File: src/rtl/cnt_ctrl.sv
// Button front end for the up/down counter: synchronises and debounces the
// direction and run buttons, toggles mode/enable on presses, prescales the tick.
module cnt_ctrl #(
    parameter int DEB_LEN  = 16,
    parameter int PRESCALE = 1000
) (
    input  logic i_clk,
    input  logic i_rst_n,
    input  logic i_btn_dir,
    input  logic i_btn_run,
    output logic o_mode,
    output logic o_en,
    output logic o_tick
);

    localparam int DW = $clog2(DEB_LEN + 1);
    localparam int PW = $clog2(PRESCALE);
    localparam logic [DW-1:0] DEB_MAX = DW'(DEB_LEN - 1);
    localparam logic [PW-1:0] PRE_MAX = PW'(PRESCALE - 1);

    // bit 0 = direction button, bit 1 = run button
    logic [1:0] raw;
    logic [1:0] sync1;
    logic [1:0] sync2;
    logic [1:0] stab;
    logic [1:0] stab_d;
    logic [1:0] press;
    logic [DW-1:0] dcnt [2];
    logic [PW-1:0] pcnt;

    assign raw   = {i_btn_run, i_btn_dir};
    assign press = stab & ~stab_d;

    always_ff @(posedge i_clk) begin
        if (!i_rst_n) begin
            sync1  <= '0;
            sync2  <= '0;
            stab_d <= '0;
        end else begin
            sync1  <= raw;
            sync2  <= sync1;
            stab_d <= stab;
        end
    end

    // any cycle where sync matches stable restarts qualification
    always_ff @(posedge i_clk) begin
        if (!i_rst_n) begin
            stab <= '0;
            for (int i = 0; i < 2; i++) begin
                dcnt[i] <= '0;
            end
        end else begin
            for (int i = 0; i < 2; i++) begin
                if (sync2[i] == stab[i]) begin
                    dcnt[i] <= '0;
                end else if (dcnt[i] == DEB_MAX) begin
                    stab[i] <= sync2[i];
                    dcnt[i] <= '0;
                end else begin
                    dcnt[i] <= dcnt[i] + 1'b1;
                end
            end
        end
    end

    always_ff @(posedge i_clk) begin
        if (!i_rst_n) begin
            o_mode <= 1'b0;
            o_en   <= 1'b0;
        end else begin
            o_mode <= o_mode ^ press[0];
            o_en   <= o_en ^ press[1];
        end
    end

    // tick is registered, so it lands one cycle after the counter hits the top
    always_ff @(posedge i_clk) begin
        if (!i_rst_n) begin
            pcnt   <= '0;
            o_tick <= 1'b0;
        end else begin
            o_tick <= o_en && (pcnt == PRE_MAX);
            if (!o_en || pcnt == PRE_MAX) begin
                pcnt <= '0;
            end else begin
                pcnt <= pcnt + 1'b1;
            end
        end
    end

endmodule

File: config.mk
export PLATFORM = sky130hd
export DESIGN_NAME = cnt_ctrl
export DESIGN_NICKNAME = d
export VERILOG_FILES = /design/src/rtl/cnt_ctrl.sv
export SDC_FILE = /design/constraint.sdc
export NUM_CORES = 1
export LEC_CHECK = 0
export CAP_MARGIN = 5
export CELL_PAD_IN_SITES_DETAIL_PLACEMENT = 1
export CELL_PAD_IN_SITES_GLOBAL_PLACEMENT = 2
export CORE_MARGIN = 2
export CORE_UTILIZATION = 30
export CTS_CLUSTER_DIAMETER = 200
export DETAILED_ROUTE_END_ITERATION = 10
export GPL_ROUTABILITY_DRIVEN = 0
export PLACE_DENSITY = 0.71
export SLEW_MARGIN = 20
export SYNTH_ARGS = -nofsm -noshare
export SYNTH_HDL_FRONTEND = slang
export SYNTH_SLANG_ARGS = --single-unit
File: constraint.sdc
create_clock -name i_clk -period 2 [get_ports i_clk]
set_input_delay 0.4 -clock i_clk [delete_from_list [all_inputs] [get_ports i_clk]]
set_output_delay 0.4 -clock i_clk [all_outputs]
set_load 0.005 [all_outputs]
==> results.py, run 1 <==
metrics = {
    "worst_setup_path": {
        "cp_num_buf_inv": 0,
        "arrival_ns": 1.80,
        "path_common_cell": "ha_1",
        "worstSetupStartpointType": "flop",
        "cp_top_family": "simple AND/OR/NAND/NOR gates",
        "worstPathCellList": "ha_1 -> and3_1 -> ha_1 -> nand3b_1 -> nor2_1",
        "cp.required_ns": 2.13,
        "worstPathMaxFanout": 5,
        "slowest_stage": "edfxtp_1",
        "cpPeakStageDelay_ns": 0.43,
        "end_kind": "flop",
        "worstSetupPathType": "reg -> reg",
    },
    "floorplanning": {
        "rows": 24,
        "io_pins": 7,
        "die_area_um2": 4900,
        "dieWidth_um": 70.0,
        "die_height_um": 70.0,
        "start_util_pct": 30.7,
        "core_area_um2": 4260,
    },
    "global_route": {
        "track_usage_pct": 11.5,
        "grt_max_degree": 15,
        "gr-total-overflow": 0,
        "grt_pass1_wl_mm": 4.35,
        "antenna_found_initial": 0,
        "grt_pass1_vias": 964,
    },
    "detailed_routing": {
        "drt_iter0_markers": 22,
        "first_pass_iters": 4,
        "wl_per_cell_um": 12.4,
        "via_count": 870,
        "postRouteAntennaNets": 0,
        "route.detailed.drc": 0,
        "vias_per_cell": 4.51,
        "wirelength_mm": 2.40,
    },
    "cts": {
        "ctsHtreeMaxLevel": 2,
        "cts_sinks": 31,
        "clkTransAtPathRegs_ns": 0.07,
        "holdBufCountCts": 0,
        "cts.repair.resized": 0,
        "clockBufferDepth": 2,
        "cts_tree": "yes",
        "clock_latency_ns": 0.28,
        "cts_buffers": 5,
        "cts_setup_buffers": 0,
        "cts-root-buf": "clkbuf_8",
    },
    "synthesis": {
        "ys.flop_type": "dfxtp_1",
        "synth.avg_cell_area_um2": 10.8,
        "ys_top_cells_by_count": "dfxtp_1 (21), nor2_1 (15), edfxtp_1 (10)",
        "netlist_area_um2": 1310,
        "synth.most_common_cell": "dfxtp_1",
        "synth_edf_count": 10,
        "synth_area_leaders": "dfxtp_1 (32%), edfxtp_1 (23%), ha_1 (4.8%)",
        "synth-seq-cells": 31,
        "yosysWarningCount": 0,
        "synth_top_area_share_pct": 32.2,
        "synth_cells": 121,
        "synth_area_leader_cell": "dfxtp_1",
        "synth.distinct_cells": 29,
        "synth_async_sr_flop_share_pct": 0,
        "ys_seq_area_share_pct": 55.1,
    },
    "sta": {
        "fin_ws_ns": 0.330,
        "period_share_pct": 83.5,
        "final_max_slew_viol_count": 0,
        "min_period_ns": 1.67,
        "relSlewSlack_pct": 62.8,
        "setup_viol": 0,
        "clock.fmax_ghz": 0.599,
        "hold_viol_final": 0,
        "rsz0062_at_grt": "no",
        "skew_ns": 0.00590,
        "setup_tns_ns": 0,
        "tightest_slew_ns": 0.556,
    },
    "power_and_ir_drop": {
        "power_density_nw_per_um2": 855,
        "power.leakage_nw": 0.585,
        "ir_drop_mv": 0.283,
        "p_total_mw": 1.34,
    },
    "layout": {
        "post-route-util_pct": 36.8,
        "layout.nets": 149,
        "stdcell_area_um2": 1570,
        "synthToLayoutAreaGrowth_pct": 20.1,
        "n_antenna_cell": 0,
        "final_layout_size_suffix_gt1_share_pct": 9.22,
    },
    "outcome": {
        "status": "finished, final reports clean",
    },
    "placed_design": {
        "dp_slack_ns": 0.220,
        "post-dp-hpwl_mm": 1.75,
        "port_buffers": 6,
        "post_dp_cell_area_um2": 1450,
    },
    "flow_run": {
        "cap_violations": 0,
    },
    "hold_path": {
        "hold_class": "reg -> reg",
    },
}
-- cell type report --
cell class	count	area, um^2
clock inverter	2	35.0
tap	52	65.1
clock buffer	6	82.6
fill	475	2690
sequential	31	721
multi-input combinational	91	588
inverter	5	18.8
timing repair buffer	6	60.1
-- final timing paths --
| check | start | to | slack, ns | cells after the start |
|---|---|---|---|---|
| hold / removal | sync1[0]$_SDFF_PN0_ | sync2[0]$_SDFF_PN0_ | 0.45 | 1 |
| setup reg to reg | dcnt[0][0]$_SDFFCE_PN0P_ | dcnt[0][4]$_SDFFCE_PN0P_ | 0.33 | 5 |
| hold reg to reg | sync1[0]$_SDFF_PN0_ | sync2[0]$_SDFF_PN0_ | 0.45 | 1 |
| setup / recovery | dcnt[0][0]$_SDFFCE_PN0P_ | dcnt[0][4]$_SDFFCE_PN0P_ | 0.33 | 5 |
-- state kept, by name, summed over array words and instances, names as in the netlist --
register  flops
pcnt         10
dcnt         10
o_tick        1
stab_d        2
o_mode        1
sync1         2
o_en          1
sync2         2
stab          2
-- logic make-up after synthesis --
group | share of synthesized area (%)
xor+xnor | 7.37
compound gates | 6.41
buf+inv | 2.49
fa+ha+maj | 4.78
simple gates | 22.0
other cells | 0.287
flops | 55.1
mux | 1.53
-- metal layers --
layer / vias to the layer above / routed length, um / global-route usage, %
li1: 439 / - / -
met1: 417 / 974 / 12.0
met2: 9 / 1300 / 19.8
met3: 5 / 79 / 4.33
met4: 0 / 44 / 6.20
met5: - / 0 / 0
-- cells in the final DEF, fill, tap and decap left out, types with 2 or more instances in the layout --
cell type	instances
a21oi_1	4
and2_1	9
and3_1	3
clkbuf_8	6
clkdlybuf4s50_1	6
conb_1	10
dfxtp_1	21
edfxtp_1	10
ha_1	5
inv_1	5
mux2i_1	2
nand2_1	4
nand2b_1	2
nand3_1	6
nand3b_1	2
nor2_1	15
nor2b_1	2
o21ai_0	4
or3_1	4
xnor2_1	5
xor2_1	6
-- power by group --
group	total (mW)	switching, mW	internal, mW
Sequential	0.670	0.00761	0.662
Clock	0.641	0.238	0.403
Combinational	0.0322	0.0168	0.0154
Total	1.34	0.262	1.08
-- metrics by stage --
step / hold slack, ns / instances
6_report: 0.449 / 193
5_1_grt: 0.467 / 193
4_1_cts: 0.453 / 193
3_5_place_dp: 0.434 / 185
3_3_place_gp: 0.424 / 185
2_1_floorplan: 0.412 / 130
No activity file was read; power rests on OpenSTA's default activity.
==> run 2: changes to the inputs <==
==> constraint.sdc (replaced) <==
create_clock -name i_clk -period 1.73 [get_ports i_clk]
set_input_delay 0.346 -clock i_clk [delete_from_list [all_inputs] [get_ports i_clk]]
set_output_delay 0.346 -clock i_clk [all_outputs]
set_load 0.005 [all_outputs]
==> run 2 against run 1 <==
Compared with the run above: critical path depth stayed put; register-to-register slack worse by 0.19 ns; clock-buffer cell count stayed put; core utilization is 0.21 points lower; first-iteration DRC count is 59% lower; non-clock buffer count is 2 higher; design area is 0.56% lower; combinational power is 19% higher; worst hold slack worse by 0.013 ns; sequential power is 15% higher; die area stayed put; sequential cell count stayed put.
==> results.py, run 2 (synthesis gave the netlist of run 1 again) <==
metrics = {
    "outcome": {
        "status": "finished, final reports clean",
    },
    "cts": {
        "clock_latency_ns": 0.28,
        "cts.repair.resized": 0,
        "clkTransAtPathRegs_ns": 0.07,
        "cts_buffers": 5,
        "cts-root-buf": "clkbuf_8",
        "cts_tree": "yes",
        "cts_setup_buffers": 0,
        "holdBufCountCts": 0,
        "ctsHtreeMaxLevel": 2,
        "cts_sinks": 31,
        "clockBufferDepth": 2,
    },
    "detailed_routing": {
        "first_pass_iters": 3,
        "vias_per_cell": 4.51,
        "drt-met1-wl_um": 926,
        "top_layer": "met4",
        "route.detailed.drc": 0,
        "wirelength_mm": 2.28,
        "postRouteAntennaNets": 0,
        "dr_wl_met3_um": 67,
        "via_count": 880,
        "drt_iter0_markers": 9,
        "wl_met2_mm": 1.25,
        "wl_per_cell_um": 11.7,
    },
    "placed_design": {
        "port_buffers": 6,
        "dp_slack_ns": 0.0303,
        "post-dp-hpwl_mm": 1.70,
        "post_dp_cell_area_um2": 1470,
        "placed_cells": 187,
    },
    "layout": {
        "fin_cells": 195,
        "stdcell_area_um2": 1560,
        "layout_common_cells": "dfxtp_1 (21), nor2_1 (15), edfxtp_1 (10), conb_1 (10), and2_1 (9)",
        "post-route-util_pct": 36.6,
        "fill_cells": 501,
        "final_layout_size_suffix_gt1_share_pct": 9.79,
        "layout.nets": 151,
        "n_antenna_cell": 0,
        "reg.largest.list": "dcnt (10), pcnt (10)",
        "synthToLayoutAreaGrowth_pct": 19.4,
        "final_common_cell": "dfxtp_1",
    },
    "sta": {
        "hold_viol_final": 0,
        "setup_tns_ns": 0,
        "min_period_ns": 1.59,
        "skew_ns": 0.00385,
        "setup_viol": 0,
        "fin_ws_ns": 0.138,
        "hold_slack_ns": 0.435,
        "period_share_pct": 92.0,
        "rsz0062_at_grt": "no",
        "final_max_slew_viol_count": 0,
        "clock.fmax_ghz": 0.628,
        "relSlewSlack_pct": 62.2,
        "tightest_slew_ns": 0.566,
    },
    "floorplanning": {
        "start_util_pct": 30.7,
        "rows": 24,
        "dieWidth_um": 70.0,
        "core_area_um2": 4260,
        "die_height_um": 70.0,
        "io_pins": 7,
        "die_area_um2": 4900,
    },
    "worst_setup_path": {
        "cp_num_buf_inv": 0,
        "cp.required_ns": 1.86,
        "worstPathCellList": "ha_1 -> and3_1 -> ha_1 -> nand3b_1 -> nor2_1",
        "end_kind": "flop",
        "cp-endpoint": "dcnt[0][2]$_SDFFCE_PN0P_",
        "crit_start": "dcnt[0][0]$_SDFFCE_PN0P_",
        "path_common_cell": "ha_1",
        "r2r_slack_ns": 0.14,
        "slowest_stage": "edfxtp_1",
        "cp_top_family": "simple AND/OR/NAND/NOR gates",
        "arrival_ns": 1.72,
        "worstRegToRegCells": 5,
        "cpPeakStageDelay_ns": 0.42,
        "worstSetupStartpointType": "flop",
        "worstPathMaxFanout": 5,
        "r2r-start": "dcnt[0][0]$_SDFFCE_PN0P_",
        "cp_num_cells": 5,
        "worstSetupPathType": "reg -> reg",
        "timing.rr.end": "dcnt[0][2]$_SDFFCE_PN0P_",
    },
    "flow_run": {
        "cap_violations": 0,
    },
    "global_route": {
        "gr-total-overflow": 0,
        "antenna_found_initial": 0,
        "track_usage_pct": 10.6,
        "grt_pass1_vias": 933,
        "grt_pass1_wl_mm": 4.11,
        "grt_max_degree": 11,
    },
    "hold_path": {
        "min_from": "sync1[1]$_SDFF_PN0_",
        "hold_class": "reg -> reg",
    },
    "power_and_ir_drop": {
        "ir_drop_mv": 0.387,
        "power_density_nw_per_um2": 892,
        "p_total_mw": 1.39,
        "power.leakage_nw": 0.579,
    },
}
-- run 2: changes by cell type in the layout (fill, tap and decap cells not counted) --
cell | previous run | this run
clkinv_2 | 1 | 0
bufinv_16 | 1 | 0
clkinv_1 | 0 | 1
clkinvlp_4 | 0 | 1
buf_4 | 0 | 2
-- run 2: worst reg2reg max path: stages, from the launching register on --
cell	delay (ns)
edfxtp_1	0.42
ha_1	0.24
and3_1	0.19
ha_1	0.20
nand3b_1	0.25
nor2_1	0.15
-- run 2: routing by layer --
metal  track usage (%)  up-vias
met5                 0        -
met4              4.49        0
met3              3.90        4
met2              18.2        6
met1              11.8      427
li1                  -      443
-- run 2: worst min-delay path by stage --
stage,end,slack (ns),cells after the start
after floorplan,sync2[0]$_SDFF_PN0_,0.41,1
after global placement,sync2[1]$_SDFF_PN0_,0.42,1
after CTS,sync2[1]$_SDFF_PN0_,0.44,1
final,sync2[1]$_SDFF_PN0_,0.44,1
after detailed placement,sync2[1]$_SDFF_PN0_,0.42,1
after global routing,sync2[0]$_SDFF_PN0_,0.47,1
-- run 2: area by class of cell --
type	instances	area [um^2]	area share, %
flip-flops and latches	31	721	46.2
multi-input cells	91	588	37.7
clock buffers	6	82.6	5.29
repair buffers	8	75.1	4.81
well taps	52	65.1	4.17
inverters	5	18.8	1.20
clock inverters	2	11.3	0.721
-- run 2: power by group --
part           switching (mW)  leakage [nW]  internal [mW]
Clock                   0.264        0.0449          0.317
Sequential            0.00805         0.273          0.765
Combinational          0.0191         0.261         0.0192
Total                   0.291         0.579           1.10
==> run 3: changes to the inputs <==
--- a/config.mk
+++ b/config.mk
@@ -11,6 +11,7 @@
 export CORE_MARGIN = 2
 export CORE_UTILIZATION = 30
 export CTS_CLUSTER_DIAMETER = 200
+export CTS_CLUSTER_SIZE = 10
 export DETAILED_ROUTE_END_ITERATION = 10
 export GPL_ROUTABILITY_DRIVEN = 0
 export PLACE_DENSITY = 0.71
==> results of run 3 <==
The final DEF is identical to that of run 2; final timing and power are the same.
==> variant 1, RTL diff (config.mk and constraints of run 2) <==
The parameter `DEB_LEN` goes from 16 to 8.
--- a/src/rtl/cnt_ctrl.sv
+++ b/src/rtl/cnt_ctrl.sv
@@ -2,5 +2,5 @@
 // direction and run buttons, toggles mode/enable on presses, prescales the tick.
 module cnt_ctrl #(
-    parameter int DEB_LEN  = 16,
+    parameter int DEB_LEN  = 8,
     parameter int PRESCALE = 1000
 ) (
Check against the original RTL: no difference found for any inputs over 10 cycles, from zero or initial values and one cycle with i_rst_n low; that may be too few to reach the edited logic, so the function may still have changed.
==> variant 1 against run 2 <==
- routed wire length fell by 6.0%
- die area fell by 6.9%
- register-to-register slack improved by 0.17 ns
- power fell by 7.5%
- via count fell by 5.8%
- sequential cell count fell by 2
- design area fell by 7.5%
- setup slack improved by 0.089 ns
- area after synthesis fell by 7.3%
- clock power fell by 8.1%
- sequential share of layout area fell by 0.40 points
- worst hold slack improved by 0.0090 ns
- largest cell class unchanged
- highest routed layer unchanged
==> variant 1: results (changes against run 2) <==
| Metric | Value |
|---|---|
| Starting DRT DRC Count | 35 (was 9) |
| Clk slew on worst S/H paths | 0.06 ns |
| Top delay family on crit path | buffers and inverters (was simple AND/OR/NAND/NOR gates) |
| Vias per cell | 4.51 (about the same) |
| Final WL | 2150 um (was 2280 um) |
| Run status | complete, no violations (unchanged) |
| M3 GR Usage | 6.67% (was 3.90%) |
| Number of global-route vias before repair | 825 (was 933) |
| First-pass iteration count of the detailed router | 2 (was 3) |
| Number of hold violations in the final report | 0 (unchanged) |
| Post-DP HPWL | 1540 um (was 1700 um) |
| Top cells by count, synth | 21 x dfxtp_1, 11 x and2_1, 10 x nor2_1 (was 21 x dfxtp_1, 15 x nor2_1, 10 x edfxtp_1) |
| Met2 GRT Util | 16.4% (was 18.2%) |
| # diodes | 0 (unchanged) |
| H-Tree Depth | 2 (unchanged) |
| Sequential share of the synthesized area | 54.5% (was 55.1%) |
| Top Registers | pcnt: 10 flops, dcnt: 8 flops (was dcnt: 10 flops, pcnt: 10 flops) |
| NumNets Final | 140 (was 151) |
| Post-place setup slack | 0.272 ns (was 0.0303 ns) |
| Initial antenna violation count | 0 (unchanged) |
| Total grt overflow | 0 (unchanged) |
| Synth Instances | 113 (was 121) |
| Post-synth EDFFs | 8 (was 10) |
| Non-Filler Instances | 184 (was 195) |
| Post-CTS resize count | 0 (unchanged) |
| Antenna Nets Post-Route | 0 (unchanged) |
| Largest net degree at the start of global routing | 15 (was 11) |
| Synth warn | 0 (unchanged) |
| FILL cells | 444 (was 501) |
| GRT Overall Usage | 11.6% (was 10.6%) |
| Crit path max fanout | 3 (was 5) |
| Worst skew pair latency | 0.29 ns |
| Share of cells above drive strength 1 | 9.70% (was 9.79%) |
| Synth unique cells | 30 (was 29) |
| Routing usage on met1 | 13.9% (was 11.8%) |
| Crit-path slowest cell | clkdlybuf4s50_1 (was edfxtp_1) |
| Post-CTS setup buffers | 0 (unchanged) |
| Port buffer count | 6 (unchanged) |
| Maximum vdd drop | 306 uV (was 387 uV) |
| Clock root cell | clkbuf_8 (unchanged) |
| Clock skew | 0.00543 ns (was 0.00385 ns) |
| Leakage power | 0.543 nW (was 0.579 nW) |
| First-pass GRT wire length | 3740 um (was 4110 um) |
| Slowest stage delay, CP | 0.51 ns (was 0.42 ns) |
| Post-synth ARST share | 0% (unchanged) |
| Ranking of synthesized cells by area | dfxtp_1 35%, edfxtp_1 20%, and2_1 5.7% (was dfxtp_1 32%, edfxtp_1 23%, ha_1 4.8%) |
| Min-Delay Path Class | register to register (unchanged) |
## variant 1: worst paths after layout
kind / startpoint / slack (ns) / to / depth (start not counted)
max: o_en$_SDFF_PN0_ / 0.23 / o_en / 1
min: sync1[1]$_SDFF_PN0_ / 0.44 / sync2[1]$_SDFF_PN0_ / 1
max reg2reg: pcnt[3]$_SDFF_PP0_ / 0.31 / pcnt[3]$_SDFF_PP0_ / 3
min reg2reg: sync1[1]$_SDFF_PN0_ / 0.44 / sync2[1]$_SDFF_PN0_ / 1
## variant 1: logic make-up (layout without fill, tap and decap cells)
logic type / after synthesis / count (layout) / share of synthesized area (%)
AO/OA/AOI/OAI: 11 / 11 / 6.09
buffers and inverters: 6 / 20 / 2.48
flip-flops: 29 / 29 / 54.5
AND/OR/NAND/NOR: 50 / 50 / 23.9
XOR/XNOR: 11 / 11 / 7.95
other: 1 / 8 / 0.309
multiplexers: 2 / 2 / 1.65
adder cells (fa/ha/maj): 3 / 3 / 3.10
## variant 1: where the power goes
group	internal [W]	total [W]	switching [W]
registers	0.000711	0.000719	0.00000809
logic	0.0000188	0.0000357	0.0000169
clock network	0.000278	0.000534	0.000256
total	0.00101	0.00129	0.000281
## variant 1: stage by stage
stage | cell area, um2 | power, W
2_1_floorplan | 1240 | 0.000753
3_3_place_gp | 1360 | 0.000768
3_5_place_dp | 1360 | 0.000769
4_1_cts | 1440 | 0.00132
5_1_grt | 1440 | 0.00135
6_report | 1440 | 0.00129
## variant 1: final cells by class
type                       instances  share of cell area [%]
multi-input combinational         85                    38.0
timing repair buffer               8                    5.20
inverter                           4                    1.04
tap                               50                    4.33
clock inverter                     2                   0.693
clock buffer                       6                    5.03
sequential                        29                    45.8
## variant 1: per-layer routing
layer,wire length (um),vias up
li1,-,422
met2,942,10
met5,0,-
met1,1020,390
met3,131,7
met4,52,0
==> variant 2, RTL diff (settings of run 2) <==
Without the edit above. Reset style: asynchronous (`i_rst_n`), changed in 4 clocked blocks.
--- a/src/rtl/cnt_ctrl.sv
+++ b/src/rtl/cnt_ctrl.sv
@@ -32,5 +32,5 @@
     assign press = stab & ~stab_d;
 
-    always_ff @(posedge i_clk) begin
+    always_ff @(posedge i_clk or negedge i_rst_n) begin
         if (!i_rst_n) begin
             sync1  <= '0;
@@ -45,5 +45,5 @@
 
     // any cycle where sync matches stable restarts qualification
-    always_ff @(posedge i_clk) begin
+    always_ff @(posedge i_clk or negedge i_rst_n) begin
         if (!i_rst_n) begin
             stab <= '0;
@@ -65,5 +65,5 @@
     end
 
-    always_ff @(posedge i_clk) begin
+    always_ff @(posedge i_clk or negedge i_rst_n) begin
         if (!i_rst_n) begin
             o_mode <= 1'b0;
@@ -76,5 +76,5 @@
 
     // tick is registered, so it lands one cycle after the counter hits the top
-    always_ff @(posedge i_clk) begin
+    always_ff @(posedge i_clk or negedge i_rst_n) begin
         if (!i_rst_n) begin
             pcnt   <= '0;
Behaviour: same outputs for any inputs over 10 cycles, from zero or initial values and one cycle with i_rst_n low; that may be too few to reach the edited logic, so the function may still have changed.
==> variant 2 against run 2 <==
- cell count decreased by 12%
- design area decreased by 3.0%
- sequential share of layout area increased by 5.1 points
- sequential cell count stayed put
- setup slack worse by 0.027 ns
- non-clock buffer count rose by 1
- critical path type is now register to primary output
- clock power up 7.1%
- power grew 2.6%
- register-to-register slack gained 0.04 ns
- via count is 10% lower
- routed wire length fell by 9.9%
- area after synthesis down 3.8%
==> variant 2: results (changes against run 2) <==
| Metric | Value |
|---|---|
| Leakage power | 0.700 nW (was 0.579 nW) |
| CP endpoint | o_en (was dcnt[0][2]$_SDFFCE_PN0P_) |
| Maximum vdd drop | 304 uV (was 387 uV) |
| First-pass GRT wire length | 3670 um (was 4110 um) |
| Share of cells above drive strength 1 | 14.0% (was 9.79%) |
| P_int | 0.00113 W (was 0.00110 W) |
| Met2 routed WL | 1010 um (was 1250 um) |
| Routing usage on met1 | 12.7% (was 11.8%) |
| NumNets Final | 127 (was 151) |
| Critical Path AT | 1.27 ns (was 1.72 ns) |
| Hold path start | sync1[0]$_DFF_PN0_ (was sync1[1]$_SDFF_PN0_) |
| WHS Endpoint | sync2[0]$_DFF_PN0_ (was sync2[1]$_SDFF_PN0_) |
| Top cells by count, synth | 31 x dfrtp_1, 14 x nor2_1, 12 x nand3_1 (was 21 x dfxtp_1, 15 x nor2_1, 10 x edfxtp_1) |
| Critical path startpoint | o_en$_DFF_PN0_ (was dcnt[0][0]$_SDFFCE_PN0P_) |
| WL/cell | 12.0 um (was 11.7 um) |
| Run status | complete, no violations (unchanged) |
| Post-DP HPWL | 1530 um (was 1700 um) |
| Top delay family on crit path | buffers and inverters (was simple AND/OR/NAND/NOR gates) |
| Sequential Power Share | 52.8% (was 55.5%) |
| Number of global-route vias before repair | 829 (was 933) |
| Area of placed instances | 0.00140 mm2 (was 0.00147 mm2) |
| Hold depth | 0 (was 1) |
| Met3 routed WL | 77 um (was 67 um) |
| Final worst setup slack | 0.111 ns (was 0.138 ns) |
| Most numerous cell in the Yosys netlist | dfrtp_1 (was dfxtp_1) |
| Reg2Reg Setup Slack | 0.18 ns (was 0.14 ns) |
| Min Hold Slack | 0.360 ns (was 0.435 ns) |
| M3 GR Usage | 4.87% (was 3.90%) |
| Clock skew | 0.00398 ns (was 0.00385 ns) |
| Non-Filler Instances | 171 (was 195) |
| Worst r2r src | pcnt[0]$_DFF_PN0_ (was dcnt[0][0]$_SDFFCE_PN0P_) |
| Sequential share of the synthesized area | 61.7% (was 55.1%) |
| GRT Overall Usage | 11.1% (was 10.6%) |
| Worst-Margin Slew | 0.379 ns (was 0.566 ns) |
| Starting DRT DRC Count | 10 (was 9) |
| FILL cells | 441 (was 501) |
| Clk power | 0.000622 W (was 0.000581 W) |
| Ranking of synthesized cells by area | dfrtp_1 62%, xor2_1 7.0%, nand3_1 4.8% (was dfxtp_1 32%, edfxtp_1 23%, ha_1 4.8%) |
| Met2 GRT Util | 17.2% (was 18.2%) |
| Slowest stage delay, CP | 0.54 ns (was 0.42 ns) |
| Post-synth ARST share | 100% (was 0%) |
| First-pass iteration count of the detailed router | 2 (was 3) |
| Post-place setup slack | 0.0955 ns (was 0.0303 ns) |
[variant 2: cell count changes in the layout (fill, tap and decap cells not counted), moves of 4 or more]
cell,run 2,this run
and2_1,9,3
dfxtp_1,21,0
xor2_1,6,10
dfrtp_1,0,31
conb_1,10,0
a21oi_1,4,0
edfxtp_1,10,0
nand3_1,6,12
[variant 2: kinds of logic (layout without fill, tap and decap cells)]
group / after synthesis / after routing / synth area share [%]
compound gates: 6 / 6 / 3.18
xor+xnor: 13 / 13 / 9.05
fa+ha+maj: 3 / 3 / 2.99
buf+inv: 4 / 21 / 1.19
flops: 31 / 31 / 61.7
mux: 2 / 2 / 1.79
simple gates: 45 / 45 / 20.1
[variant 2: final cells by class]
cell class	count	area share, %
timing repair buffer	9	5.45
inverter	4	0.992
multi-input combinational	69	31.3
clock buffer	7	6.36
tap	50	4.13
clock inverter	1	0.496
sequential	31	51.2
[variant 2: timing repair]
item	in CTS	in global routing
endpoints found under the setup margin	0	1
hold endpoints to repair	0	0
resized for setup	0	1
